==> src/rtl/hmi_pkg.sv <==
// Shared definitions for the HMI LED path: command mode codes, LED FSM states
// and the pattern rotate helper.
package hmi_pkg;

  localparam logic [1:0] MODE_OFF    = 2'd0;
  localparam logic [1:0] MODE_STATIC = 2'd1;
  localparam logic [1:0] MODE_BLINK  = 2'd2;
  localparam logic [1:0] MODE_ROTATE = 2'd3;

  localparam logic [3:0] LVL_FULL = 4'd15;

  typedef enum logic {
    ST_RUN   = 1'b0,
    ST_FLASH = 1'b1
  } led_state_e;

  function automatic logic [3:0] rotl4(input logic [3:0] v);
    return {v[2:0], v[3]};
  endfunction

endpackage

==> src/rtl/hmi_tick_gen.sv <==
// Free-running prescaler producing a one-cycle tick every TICK_DIV clocks.
// Also used by the key debouncer as its sample strobe.
module hmi_tick_gen #(
  parameter int TICK_DIV = 50000
) (
  input  logic clk_sys,
  input  logic rst_n,
  output logic tick
);

  localparam int PW = (TICK_DIV > 1) ? $clog2(TICK_DIV) : 1;
  localparam logic [PW-1:0] PRESC_LAST = PW'(TICK_DIV - 1);

  logic [PW-1:0] presc_q;
  logic [PW-1:0] presc_d;

  always_comb begin
    presc_d = (presc_q == PRESC_LAST) ? '0 : presc_q + PW'(1);
  end

  always_ff @(posedge clk_sys or negedge rst_n) begin
    if (!rst_n) begin
      presc_q <= '0;
    end else begin
      presc_q <= presc_d;
    end
  end

  assign tick = (presc_q == PRESC_LAST);

endmodule

==> src/rtl/hmi_led_drv.sv <==
// Drives the four board LEDs from host commands (off/static/blink/rotate with
// 16-level PWM) and overrides them with an all-on flash after each event pulse.
module hmi_led_drv
  import hmi_pkg::*;
#(
  parameter int TICK_DIV    = 50000,
  parameter int BLINK_TICKS = 250,
  parameter int FLASH_TICKS = 100
) (
  input  logic       clk_sys,
  input  logic       rst_n,
  input  logic       cmd_vld,
  output logic       cmd_rdy,
  input  logic [1:0] cmd_mode,
  input  logic [3:0] cmd_pat,
  input  logic [3:0] cmd_lvl,
  input  logic       evt_pulse,
  output logic [3:0] led,
  output logic       flash
);

  localparam int SW = (BLINK_TICKS > 1) ? $clog2(BLINK_TICKS) : 1;
  localparam int FW = (FLASH_TICKS > 1) ? $clog2(FLASH_TICKS) : 1;
  localparam logic [SW-1:0] STEP_LAST  = SW'(BLINK_TICKS - 1);
  localparam logic [FW-1:0] FLASH_LAST = FW'(FLASH_TICKS - 1);

  logic tick;

  hmi_tick_gen #(
    .TICK_DIV(TICK_DIV)
  ) u_tick_gen (
    .clk_sys(clk_sys),
    .rst_n  (rst_n),
    .tick   (tick)
  );

  led_state_e    state_q, state_d;
  logic [FW-1:0] flash_cnt_q, flash_cnt_d;
  logic          flash_q, flash_d;
  logic [1:0]    mode_q, mode_d;
  logic [3:0]    pat_q, pat_d;
  logic [3:0]    lvl_q, lvl_d;
  logic [SW-1:0] step_q, step_d;
  logic          phase_q, phase_d;
  logic [3:0]    pwm_q, pwm_d;
  logic [3:0]    led_q, led_d;
  logic [3:0]    pattern;
  logic          pwm_on;
  logic          cmd_xfer;

  assign cmd_rdy  = (state_q == ST_RUN);
  assign cmd_xfer = cmd_vld & cmd_rdy;

  // An event in either state (re)starts the flash window from zero.
  always_comb begin
    state_d     = state_q;
    flash_cnt_d = flash_cnt_q;
    case (state_q)
      ST_RUN: begin
        if (evt_pulse) begin
          state_d     = ST_FLASH;
          flash_cnt_d = '0;
        end
      end
      ST_FLASH: begin
        if (evt_pulse) begin
          flash_cnt_d = '0;
        end else if (tick) begin
          if (flash_cnt_q == FLASH_LAST) begin
            state_d     = ST_RUN;
            flash_cnt_d = '0;
          end else begin
            flash_cnt_d = flash_cnt_q + FW'(1);
          end
        end
      end
      default: begin
        state_d     = ST_RUN;
        flash_cnt_d = '0;
      end
    endcase
    flash_d = (state_d == ST_FLASH);
  end

  always_ff @(posedge clk_sys or negedge rst_n) begin
    if (!rst_n) begin
      state_q     <= ST_RUN;
      flash_cnt_q <= '0;
      flash_q     <= 1'b0;
    end else begin
      state_q     <= state_d;
      flash_cnt_q <= flash_cnt_d;
      flash_q     <= flash_d;
    end
  end

  // Blink/rotate keep stepping during a flash so the pattern resumes in phase.
  always_comb begin
    mode_d  = mode_q;
    pat_d   = pat_q;
    lvl_d   = lvl_q;
    step_d  = step_q;
    phase_d = phase_q;
    if (cmd_xfer) begin
      mode_d  = cmd_mode;
      pat_d   = cmd_pat;
      lvl_d   = cmd_lvl;
      step_d  = '0;
      phase_d = 1'b0;
    end else if (tick) begin
      if (step_q == STEP_LAST) begin
        step_d = '0;
        if (mode_q == MODE_BLINK) begin
          phase_d = ~phase_q;
        end
        if (mode_q == MODE_ROTATE) begin
          pat_d = rotl4(pat_q);
        end
      end else begin
        step_d = step_q + SW'(1);
      end
    end
  end

  always_comb begin
    case (mode_q)
      MODE_STATIC: pattern = pat_q;
      MODE_BLINK:  pattern = phase_q ? 4'h0 : pat_q;
      MODE_ROTATE: pattern = pat_q;
      default:     pattern = 4'h0;
    endcase
    pwm_on = (lvl_q == LVL_FULL) || (pwm_q < lvl_q);
    pwm_d  = pwm_q + 4'd1;
    led_d  = (state_q == ST_FLASH) ? 4'hF : (pattern & {4{pwm_on}});
  end

  always_ff @(posedge clk_sys or negedge rst_n) begin
    if (!rst_n) begin
      mode_q  <= MODE_OFF;
      pat_q   <= 4'h0;
      lvl_q   <= LVL_FULL;
      step_q  <= '0;
      phase_q <= 1'b0;
      pwm_q   <= 4'h0;
      led_q   <= 4'h0;
    end else begin
      mode_q  <= mode_d;
      pat_q   <= pat_d;
      lvl_q   <= lvl_d;
      step_q  <= step_d;
      phase_q <= phase_d;
      pwm_q   <= pwm_d;
      led_q   <= led_d;
    end
  end

  assign led   = led_q;
  assign flash = flash_q;

endmodule

==> config.mk <==
export PLATFORM = sky130hd
export DESIGN_NAME = hmi_led_drv
export DESIGN_NICKNAME = d
export VERILOG_FILES = /design/src/rtl/hmi_pkg.sv /design/src/rtl/hmi_tick_gen.sv /design/src/rtl/hmi_led_drv.sv
export SDC_FILE = /design/constraint.sdc
export NUM_CORES = 1
export LEC_CHECK = 0
export CORE_ASPECT_RATIO = 0.9
export CORE_MARGIN = 8
export CORE_UTILIZATION = 49
export CTS_CLUSTER_DIAMETER = 50
export CTS_CLUSTER_SIZE = 20
export DETAILED_ROUTE_END_ITERATION = 6
export DONT_BUFFER_PORTS = 1
export SLEW_MARGIN = 10
export SYNTH_ARGS = -nofsm -noshare
export SYNTH_HDL_FRONTEND = slang
export SYNTH_HIERARCHICAL = 1
export SYNTH_SLANG_ARGS = --single-unit
==> constraint.sdc <==
create_clock -name clk_sys -period 3.2 [get_ports clk_sys]
set_clock_uncertainty 0.05 [all_clocks]
set_input_delay 0.64 -clock clk_sys [delete_from_list [all_inputs] [get_ports clk_sys]]
set_output_delay 0.64 -clock clk_sys [all_outputs]
set_load 0.01 [all_outputs]
== Yosys cells after proc, flatten, opt, wreduce, memory -nomap -nowiden ==
Index checks and enable logic that the tools add are counted.
Widths: inputs -> output; s select.
Storage, ports and cells
  flip-flop bits (word level): 51
  bits in latches: 0
  bits in writable memories: 0
  bits in read-only memories: 0
  input bits: 14
  output and inout bits: 6
  memories: 0
Operators by class
  $add $sub $neg: 4
  multiply operators: 0
  divide/modulo/power cells: 0
  $lt $le $gt $ge: 1
  equality and inequality tests: 9
  shifts and indexed selects: 0
  multiplexer cells: 25
  bitwise logic cells: 4
  reductions and logical operators: 9
Operator list (count)
  $mux 7: 4
  $mux 4: 6
  $mux 8: 3
  $add 16x1->16 const B: 1
  $eq 16x16->1 const B: 1
  $mux 16: 1
  $pmux 7 s2: 1
  $add 8x1->8 const B: 1
  $eq 8x8->1 const B: 1
  $mux 1: 8
  $pmux 4 s2: 1
  $reduce_bool 2->1: 4
  $add 7x1->7 const B: 1
  $eq 7x7->1 const B: 1
  $reduce_and 3->1: 2
  $add 4x1->4 const B: 1
  $and 4x4->4: 1
  $eq 2x2->1 const B: 2
  $eq 4x4->1 const B: 1
  $lt 4x4->1: 1
  $ne 3x3->1 const B: 1
  $eq 2x1->1 const B: 1
  $ne 2x1->1 const B: 1
  $not 1->1: 2
  other kinds (5): 5

== Longest topological paths before layout ==
Gate-level depths: netlist of run 1.
  depth after elaboration: 5
  depth in mapped cells: 10

== Hierarchy ==
Netlist of run 1, hierarchy kept.
Modules (own cells, without submodules)
  hmi_led_drv: times used 1, cells an instance 171, area an instance 1754.2 um^2, sequential area each 880.8 um^2
  hmi_tick_gen: times used 1, cells an instance 67, area an instance 762.0 um^2, sequential area each 400.4 um^2

== Worst setup path after synthesis of run 1 ==
OpenSTA, ideal clock, no wires.
  path type: flip-flop to flip-flop
  start: register u_tick_gen.presc_q[0]
  end: register pat_q[0]
  arrival time: 1875 ps
  required time: 3013 ps
  slack: 1138 ps
  stages on the path, launching flop included: 10
  buffers on the path: 2
  period minus slack after synthesis: 2062 ps
  path through: dfrtp_1 -> ha_1 -> and3_1 -> buf_2 -> and4_1 -> buf_6 -> nand4b_1 -> nor3_4 -> mux2i_1 -> a21oi_1
Between the ends
  longest elaborated chain between the ends: 3
Ends and longest elaborated chain
  start: declaration: line hmi_tick_gen.sv:14  | logic [PW-1:0] presc_q;
  start signal: assignment: line hmi_tick_gen.sv:25  | presc_q <= presc_d;
  $eq 16x16->1: line hmi_tick_gen.sv:29  | assign tick = (presc_q == PRESC_LAST);
  named net tick: line hmi_led_drv.sv:27  | logic tick;
  $reduce_bool 2->1 (no line)
  $reduce_and 3->1 (no line)
  end signal: assignment: line hmi_led_drv.sv:148  | pat_q <= pat_d;
  end: declaration: line hmi_led_drv.sv:41  | logic [3:0] pat_q, pat_d;
The timed path passes the listed nets, and every way through them passes these cells.
A chain may end at the register's enable or synchronous reset.

== Worst setup path in the final report of run 1 ==
  start: register u_tick_gen.presc_q[0]
  end: register pat_q[2]
The elaborated chain is that of the path after synthesis.

==> qor.yml, run 1 <==
cells_and_area:
  multi_input_area_mm2: 0.00117
  drive_gt1_share_pct: 11.1
  syn_to_final_growth_pct: 8.95
  utilization_pct: 56.0
  regArea_mm2: 0.00128
  nNetsFinal: 264
  fill_cells: 415
  num_antenna_cells: 0
global_route:
  grt_pass1_wl_um: 8050
  track_usage_pct: 12.8
  grt_max_degree: 48
  grt_overflow: 0
  antenna_found_initial: 0
  grt_pass1_vias: 1624
yosys:
  synth_cells: 238
  yosysUniqueCellTypes: 47
  synth_seq_cells: 51
  synth.avg_cell_area_um2: 10.6
  synth-main-ff-cell: "dfrtp_1"
  synth_edf_count: 0
  yosys-top-cells-area: "dfrtp_1 47%, xor2_1 4.9%, dfstp_2 4.2%, ha_1 4.0%, nand2_1 3.9%"
  seq_area_frac_synth_pct: 50.9
  async_flop_share_pct: 100
  netlist_area_mm2: 0.00252
  syn_nets: 260
  yosysWarnings: 6
  synth_top_area_cell: "dfrtp_1"
  synth_top_area_share_pct: 46.7
worst_setup_path:
  r2r_slack_ns: 0.86
  worst_ep_arrival_time_ns: 2.46
  cp_num_buf_inv: 0
  reg2reg_depth: 7
  critPathMaxStageDelay_ns: 0.40
  endpoint_kind: "register"
  crit_required_ns: 3.32
  cp.depth: 7
  cp_top_family: "simple AND/OR/NAND/NOR gates"
  path_class: "register to register"
  slowest_stage: "dfrtp_1"
  path_cells: "ha_1 -> and3_1 -> and4_1 -> nand4b_1 -> nor3_4 -> mux2i_1 -> a21oi_1"
  cp_max_fo: 8
  critPathLaunchType: "register"
place:
  dp_hpwl_um: 3270
  place.gp.congestion: 0.828
  port_buffers: 0
floorplan:
  pin_count: 20
  die_h_um: 84.0
  rows: 24
  die_x_um: 91.5
  initial_core_util_pct: 51.4
  dieArea_mm2: 0.00769
  core_mm2: 0.00489
drt:
  viasPerCell: 5.47
  drt_iter0_markers: 73
  wl_per_cell_um: 15.3
  wl_um: 4710
  ant_nets: 0
  route.vias.total: 1686
  drcViolationCount: 0
  drt_first_pass_iters: 5
clock_tree:
  cts_hold_buf: 1
  path_clk_slew_ns: 0.09
  clockBufferDepth: 2
  ctsResizeCount: 0
  clkLatencyLatePin_ns: 0.30
  clock-sinks: 51
  post_cts.repair.setup_buffers: 0
  numCtsBuffers: 5
  h-tree-depth: 2
  cts_tree: "done"
  cts_root_buf: "clkbuf_8"
run_status:
  status: "complete, no violations"
timing:
  slew_headroom_pct: 64.2
  final.setup.tns_ns: 0
  period_minus_slack_ns: 2.34
  setup_viol: 0
  min_period_over_period_pct: 73.3
  tightest_slew_ns: 0.537
  drv_slew: 0
  fmax_mhz: 426
  rsz0062_at_grt: "no"
  finalHoldViolations: 0
min_path:
  hold_class: "input port to asynchronous set/reset pin"
pwr:
  peakVddDrop_v: 0.000289
  p_leak_uw: 0.00124
  powerDensity_mw_per_mm2: 458
job:
  drv_cap: 0
## synth_stat cells, types with 2 or more instances
master and n:
nor3_1 4, dfstp_2 4, a21o_1 3, nor2_1 16, and3_2 2, and4_1 4, nand4_1 5, a21oi_1 9
a31oi_1 4, nand2_1 26, xnor2_1 7, nor4b_2 2, and3_1 4, and2_1 2, nor2b_1 4, nand2b_1 5
xor2_1 14, a31o_2 2, ha_1 8, o21ai_0 15, inv_1 8, mux2i_1 5, dfrtp_1 47, clkbuf_1 3
nand3_1 13
## worst reg2reg max path, delay by kind of cell, from the launching register on
kind            cells  cell delay, ns
simple gates        4            1.29
compound gates      1            0.08
mux                 1            0.22
fa+ha+maj           1            0.19
flops               1            0.40
## state kept, by name, indices dropped and copies added (netlist names)
name,cells
lvl_q,4
phase_q,1
u_tick_gen/presc_q,16
mode_q,2
flash_cnt_q,7
led,4
step_q,8
pwm_q,4
flash,1
pat_q,4
## routing by layer
| metal | GRT usage [%] | vias up | part of all wire (%) |
|---|---|---|---|
| li1 | - | 850 | - |
| met1 | 17.7 | 797 | 49 |
| met2 | 18.9 | 35 | 45 |
| met3 | 3.69 | 4 | 5.6 |
| met4 | 3.57 | 0 | 0.98 |
| met5 | 0 | - | 0 |
## cells by family after synthesis
kind of cell	count (synthesis)	share of synthesized area, %
compound gates	42	11.0
mux	5	1.99
simple gates	97	22.2
fa+ha+maj	8	3.98
flops	51	50.9
buf+inv	14	2.59
xor+xnor	21	7.31
## metrics by stage
| step | total power [uW] | instance area (um^2) | setup WS, ns | cells | hold WS, ns |
|---|---|---|---|---|---|
| 6_report | 1260 | 2740 | 0.855 | 308 | 0.121 |
| 5_1_grt | 1310 | 2740 | 0.623 | 308 | 0.0997 |
| 4_1_cts | 1280 | 2740 | 0.822 | 308 | 0.109 |
| 3_5_place_dp | 732 | 2580 | 0.845 | 299 | 0.295 |
| 3_3_place_gp | 732 | 2580 | 0.910 | 299 | 0.296 |
| 2_1_floorplan | 722 | 2520 | 1.14 | 238 | 0.294 |
## power by group
group          switching [uW]  internal (uW)
Sequential               14.6            666
Clock                     210            312
Combinational            32.0           21.6
## area by class of cell
| type | count | area share, % |
|---|---|---|
| Clock inverter | 3 | 2.46 |
| Inverter | 8 | 1.10 |
| Sequential cell | 51 | 46.7 |
| Tap cell | 65 | 2.97 |
| Multi-Input combinational cell | 173 | 42.7 |
| Clock buffer | 5 | 2.51 |
| Timing Repair Buffer | 3 | 1.55 |
## path summary, 6_finish.rpt
check,start,endpoint
min reg2reg,pwm_q[0]$_DFF_PN0_,pwm_q[0]$_DFF_PN0_
max in group asynchronous,rst_n,mode_q[1]$_DFFE_PN0N_
max reg2reg,u_tick_gen/presc_q[0]$_DFF_PN0_,pat_q[2]$_DFFE_PN0P_
min,rst_n,lvl_q[0]$_DFFE_PN1N_
max,u_tick_gen/presc_q[0]$_DFF_PN0_,pat_q[2]$_DFFE_PN0P_
min in group clk_sys,evt_pulse,flash_cnt_q[2]$_DFFE_PN0P_
## placed cells by master, fill, tap and decap left out, drive strengths merged, types with 5 or more instances in the layout
master and count:
nand3 13, inv 8, nand4 6, nor3 5
ha 8, nand2b 5, and4 5, nand2 26
o21ai 15, and3 6, xor2 14, a21oi 9
clkbuf 5, dfrtp 47, xnor2 7, nor2 16
mux2i 5
Note: power is estimated with default switching activity, not from simulation.
==> inputs of run 2 (changes only) <==
--- a/config.mk
+++ b/config.mk
@@ -12,6 +12,7 @@
 export CTS_CLUSTER_SIZE = 20
 export DETAILED_ROUTE_END_ITERATION = 6
 export DONT_BUFFER_PORTS = 1
+export PLACE_DENSITY = 0.66
 export SLEW_MARGIN = 10
 export SYNTH_ARGS = -nofsm -noshare
 export SYNTH_HDL_FRONTEND = slang
==> constraint.sdc (replaced) <==
create_clock -name clk_sys -period 2 [get_ports clk_sys]
set_clock_uncertainty 0.05 [all_clocks]
set_input_delay 0.4 -clock clk_sys [delete_from_list [all_inputs] [get_ports clk_sys]]
set_output_delay 0.4 -clock clk_sys [all_outputs]
set_load 0.01 [all_outputs]
==> qor.yml, run 2 (synthesis gave the netlist of run 1 again) <==
clock_tree:
  clock-sinks: 51
  h-tree-depth: 2
  cts_root_buf: "clkbuf_8"
  clkLatencyLatePin_ns: 0.31
  numCtsBuffers: 5
  clockBufferDepth: 2
  cts_tree: "done"
  path_clk_slew_ns: 0.10
global_route:
  grt_max_degree: 52
  track_usage_pct: 13.3
  gr-usage-met3_pct: 2.88
  grt_pass1_wl_um: 8450
  grt_overflow: 0
  antenna_found_initial: 0
  grt_busiest_layer: "met2"
  gr-usage-met2_pct: 21.7
  use_met1_pct: 16.6
  grt_pass1_vias: 1811
timing:
  fmax_mhz: 502
  fin_ws_ns: 0.00736
  period_minus_slack_ns: 1.99
  setup_viol: 0
  holdWs_ns: 0.0912
  tightest_slew_ns: 0.592
  min_period_over_period_pct: 99.6
  rsz0062_at_grt: "yes"
  finalHoldViolations: 0
  slew_headroom_pct: 60.0
  drv_slew: 0
cells_and_area:
  largest_register: "u_tick_gen/presc_q"
  regArea_mm2: 0.00128
  fill_cells: 399
  num_antenna_cells: 0
  drive_gt1_share_pct: 20.2
  fin_cells: 328
  nNetsFinal: 284
  syn_to_final_growth_pct: 15.5
  multi_input_area_mm2: 0.00121
  reg_top3: "u_tick_gen/presc_q: 16 flops, step_q: 8 flops, flash_cnt_q: 7 flops"
  final_common_cell: "dfrtp_1"
  largest_register_ffs: 16
  final_cell_area_mm2: 0.00291
  final_cell_mix: "47 x dfrtp_1, 26 x nand2_1, 19 x buf_4"
place:
  place_inst: 312
  preCtsSetupSlack_ns: -0.0374
  place.gp.congestion: 0.807
  placed_cell_area_mm2: 0.00268
  dp_hpwl_um: 3450
  port_buffers: 0
worst_setup_path:
  critPathLaunchType: "register"
  cp_max_fo: 5
  endpoint_kind: "register"
  crit_start: "u_tick_gen/presc_q[7]$_DFF_PN0_"
  crit_required_ns: 2.19
  path_class: "register to register"
  worst_ep_arrival_time_ns: 2.18
  r2r-start: "u_tick_gen/presc_q[7]$_DFF_PN0_"
drt:
  route.vias.total: 1787
  wl_per_cell_um: 15.2
  ant_nets: 0
  viasPerCell: 5.45
  drt_first_pass_iters: 4
  wl_um: 4980
  drt_iter0_markers: 68
  drcViolationCount: 0
pwr:
  powerDensity_mw_per_mm2: 610
  peakVddDrop_v: 0.000328
  p_leak_uw: 0.00133
  total_power_uw: 1770
job:
  drv_cap: 0
floorplan:
  die_x_um: 91.5
  core_mm2: 0.00489
  dieArea_mm2: 0.00769
  initial_core_util_pct: 51.4
  pin_count: 20
  die_h_um: 84.0
  rows: 24
min_path:
  hold_class: "input port to register"
  min_from: "evt_pulse"
run_status:
  status: "complete, no violations"
[run 2: final timing paths]
kind	cells past startpoint	to	slack (ns)
worst max-delay path	7	flash_cnt_q[3]$_DFFE_PN0P_	0.007
min in group asynchronous	2	u_tick_gen/presc_q[8]$_DFF_PN0_	0.55
worst max register to register	7	flash_cnt_q[3]$_DFFE_PN0P_	0.007
worst min-delay path	1	flash_cnt_q[2]$_DFFE_PN0P_	0.09
worst min register to register	2	lvl_q[0]$_DFFE_PN1N_	0.42
max in group asynchronous	2	lvl_q[1]$_DFFE_PN1N_	1.07
[run 2: final cells by class]
| class | count | area share [%] |
|---|---|---|
| flip-flops and latches | 51 | 44.1 |
| repair buffers | 23 | 7.28 |
| well taps | 65 | 2.80 |
| clock inverters | 3 | 0.689 |
| multi-input cells | 173 | 41.8 |
| clock buffers | 5 | 2.37 |
| inverters | 8 | 1.03 |
[run 2: critical path, cell delays in order (launching register included)]
cell and delay (ns):
dfrtp_1 0.42, nor4b_2 0.29, and4_4 0.29, buf_12 0.12
nand3b_1 0.14, a31o_4 0.27, o21ai_0 0.18, nor2b_2 0.16
[run 2: repair_timing]
action / CTS / global route
pin swaps: 5 / 3
setup endpoints to repair: 4 / 13
hold endpoints to repair: 51 / 0
gates resized for setup: 2 / 9
buffers inserted: 4 / 2
hold buffers: 2 / 0
[run 2: metal layers]
metal | vias up | wire length (um)
met5 | - | 0
met1 | 872 | 2370
met2 | 17 | 2440
met3 | 5 | 125
met4 | 0 | 49
li1 | 893 | -
[run 2: through the flow]
step | util [%] | setup TNS (ns)
floorplan | - | 0
global placement | 54.7 | 0
detailed placement | 54.7 | -0.0899
CTS | 58.2 | -0.00608
global route | 59.4 | -0.367
finish | 59.4 | 0
[run 2: report_power, final]
| part | internal, uW | switching, uW |
|---|---|---|
| logic | 37.5 | 52.6 |
| registers | 1070 | 24.4 |
| clock network | 244 | 348 |
| total | 1350 | 425 |
==> inputs of run 3 (changes only) <==
--- a/config.mk
+++ b/config.mk
@@ -5,14 +5,16 @@
 export SDC_FILE = /design/constraint.sdc
 export NUM_CORES = 1
 export LEC_CHECK = 0
+export ABC_AREA = 1
 export CORE_ASPECT_RATIO = 0.9
 export CORE_MARGIN = 8
-export CORE_UTILIZATION = 49
+export CORE_UTILIZATION = 50
 export CTS_CLUSTER_DIAMETER = 50
 export CTS_CLUSTER_SIZE = 20
 export DETAILED_ROUTE_END_ITERATION = 6
 export DONT_BUFFER_PORTS = 1
-export PLACE_DENSITY = 0.66
+export GPL_ROUTABILITY_DRIVEN = 0
+export PLACE_DENSITY = 0.68
 export SLEW_MARGIN = 10
 export SYNTH_ARGS = -nofsm -noshare
 export SYNTH_HDL_FRONTEND = slang
==> qor.yml, run 3 <==
run_status:
  status: "complete, no violations"
cells_and_area:
  drive_gt1_share_pct: 12.9
  reg_top3: "u_tick_gen/presc_q: 16 flops, step_q: 8 flops, flash_cnt_q: 7 flops"
  nNetsFinal: 393
  syn_to_final_growth_pct: 8.67
  regArea_mm2: 0.00128
  num_antenna_cells: 0
  final_cell_mix: "117 x nand2_1, 51 x inv_1, 47 x dfrtp_1"
  fin_cells: 442
  final_cell_area_mm2: 0.00306
  fill_cells: 529
  largest_register_ffs: 16
  largest_register: "u_tick_gen/presc_q"
  multi_input_area_mm2: 0.00128
  final_common_cell: "nand2_1"
timing:
  min_period_over_period_pct: 89.2
  fmax_mhz: 560
  final.setup.tns_ns: 0
  setup_viol: 0
  period_minus_slack_ns: 1.78
  slew_headroom_pct: 69.7
  tightest_slew_ns: 0.453
  drv_slew: 0
  finalHoldViolations: 0
  fin_ws_ns: 0.215
pwr:
  total_power_uw: 1670
  powerDensity_mw_per_mm2: 547
  peakVddDrop_v: 0.000308
  p_leak_uw: 0.00161
floorplan:
  initial_core_util_pct: 50.6
  core_mm2: 0.00556
  die_x_um: 95.1
  pin_count: 20
  rows: 26
  die_h_um: 87.2
  dieArea_mm2: 0.00829
global_route:
  track_usage_pct: 13.3
  antenna_found_initial: 0
  grt_pass1_vias: 1979
  grt_pass1_wl_um: 8730
  grt_overflow: 0
  grt_max_degree: 52
yosys:
  seq_area_frac_synth_pct: 45.5
  syn_nets: 379
  synth-main-ff-cell: "dfrtp_1"
  synth_compound_area_share_pct: 5.16
  yosys-top-cells-count: "117 x nand2_1, 51 x inv_1, 47 x dfrtp_1, 43 x nor2_1, 16 x nand3_1"
  synth_seq_cells: 51
  async_flop_share_pct: 100
  yosys.cell_count.top_type: "nand2_1"
  synth_edf_count: 0
  yosys.area_share.simple_pct: 32.6
  synth_top_family_by_area: "simple AND/OR/NAND/NOR gates"
  synth_cells: 357
  netlist_area_mm2: 0.00282
  synth_top_area_cell: "dfrtp_1"
  yosysWarnings: 6
  yosysUniqueCellTypes: 34
  synth.avg_cell_area_um2: 7.89
  yosys-top-cells-area: "dfrtp_1 42%, nand2_1 16%, inv_1 6.8%, nor2_1 5.7%, dfstp_2 3.7%"
  synth_top_area_share_pct: 41.8
  synthAdderAreaFrac_pct: 3.56
  synth-xor-area-share_pct: 3.73
  synth.mux.area_fraction_pct: 0.356
clock_tree:
  clockBufferDepth: 2
  clock-sinks: 51
  h-tree-depth: 2
  cts_root_buf: "clkbuf_8"
  numCtsBuffers: 5
  clkLatencyLatePin_ns: 0.30
  cts_tree: "done"
  path_clk_slew_ns: 0.10
worst_setup_path:
  cp_num_buf_inv: 3
  endpoint_kind: "register"
  cp_top_family: "simple AND/OR/NAND/NOR gates"
  critPathMaxStageDelay_ns: 0.40
  crit_required_ns: 2.19
  path_cells: "ha_2 -> nand3_2 -> nor2_1 -> nand2_2 -> inv_4 -> inv_1 -> nand2_4 -> nand2_1 -> o21bai_1 -> inv_1 -> nor2_1"
  reg2reg_depth: 11
  r2r-start: "u_tick_gen/presc_q[0]$_DFF_PN0_"
  rr_endpoint: "step_q[4]$_DFFE_PN0P_"
  critPathLaunchType: "register"
  worst_ep_arrival_time_ns: 1.98
  r2r_slack_ns: 0.22
  slowest_stage: "dfrtp_1"
  path_class: "register to register"
  cp_max_fo: 14
place:
  port_buffers: 0
  placed_cell_area_mm2: 0.00287
  dp_hpwl_um: 3580
  preCtsSetupSlack_ns: 0.144
  place_inst: 425
min_path:
  hold_class: "input port to register"
  holdPathStages: 2
  min_from: "cmd_lvl[0]"
  min_to: "lvl_q[0]$_DFFE_PN1N_"
drt:
  drt_iter0_markers: 66
  route.vias.total: 2111
  ant_nets: 0
  viasPerCell: 4.78
  drt_first_pass_iters: 5
  wl_per_cell_um: 11.1
  drcViolationCount: 0
  wl_um: 4910
job:
  drv_cap: 0
[run 3: power breakdown]
part           leakage, uW  internal [uW]  total (uW)  switching (uW)
Sequential        0.000638           1030        1030               0
Combinational     0.000922           7.58        30.0            22.4
Clock            0.0000461            253         613             360
[run 3: timing repair]
item,4_1_cts,5_1_grt
resized for setup,0,2
setup endpoints to repair,0,3
hold endpoints to repair,51,0
hold buffers,2,0
setup buffers,0,7
[run 3: metrics by stage]
stage               util [%]  hold WS, ns
global placement        51.6       0.0571
global route            55.0        0.113
CTS                     54.0        0.112
finish                  55.0        0.122
floorplan                  -       0.0544
detailed placement      51.6       0.0573
[run 3: layer usage]
layer,routed length [um],GRT usage [%]
met2,2220,20.8
met4,65,4.82
met3,160,2.93
met1,2460,17.5
met5,0,0
[run 3: cell families after synthesis]
| logic type | count (synthesis) |
|---|---|
| DFF | 51 |
| and+or+nand+nor | 204 |
| adders and majority gates | 8 |
| xor gates and xnor gates | 12 |
| AOI/OAI and AO/OA | 22 |
| muxes | 1 |
| buffers and inverters | 59 |
[run 3: how the worst max path moves through the flow]
stage                               startpoint                    end  slack, ns  depth (start not counted)
3_5_place_dp   u_tick_gen/presc_q[0]$_DFF_PN0_  step_q[4]$_DFFE_PN0P_       0.14                         11
4_1_cts        u_tick_gen/presc_q[0]$_DFF_PN0_  step_q[4]$_DFFE_PN0P_       0.14                         11
3_3_place_gp   u_tick_gen/presc_q[0]$_DFF_PN0_  step_q[4]$_DFFE_PN0P_       0.24                         11
5_1_grt        u_tick_gen/presc_q[0]$_DFF_PN0_  step_q[4]$_DFFE_PN0P_     -0.003                         11
2_1_floorplan  u_tick_gen/presc_q[0]$_DFF_PN0_    phase_q$_DFFE_PN0P_       0.29                         11
6_report       u_tick_gen/presc_q[0]$_DFF_PN0_  step_q[4]$_DFFE_PN0P_       0.22                         11
[run 3: cell type report]
type,instances,share of cell area (%)
Timing Repair Buffer,10,3.19
Inverter,56,7.20
Clock inverter,3,0.777
Multi-Input combinational cell,247,41.8
Sequential cell,51,41.9
Clock buffer,5,2.25
Tap cell,70,2.86
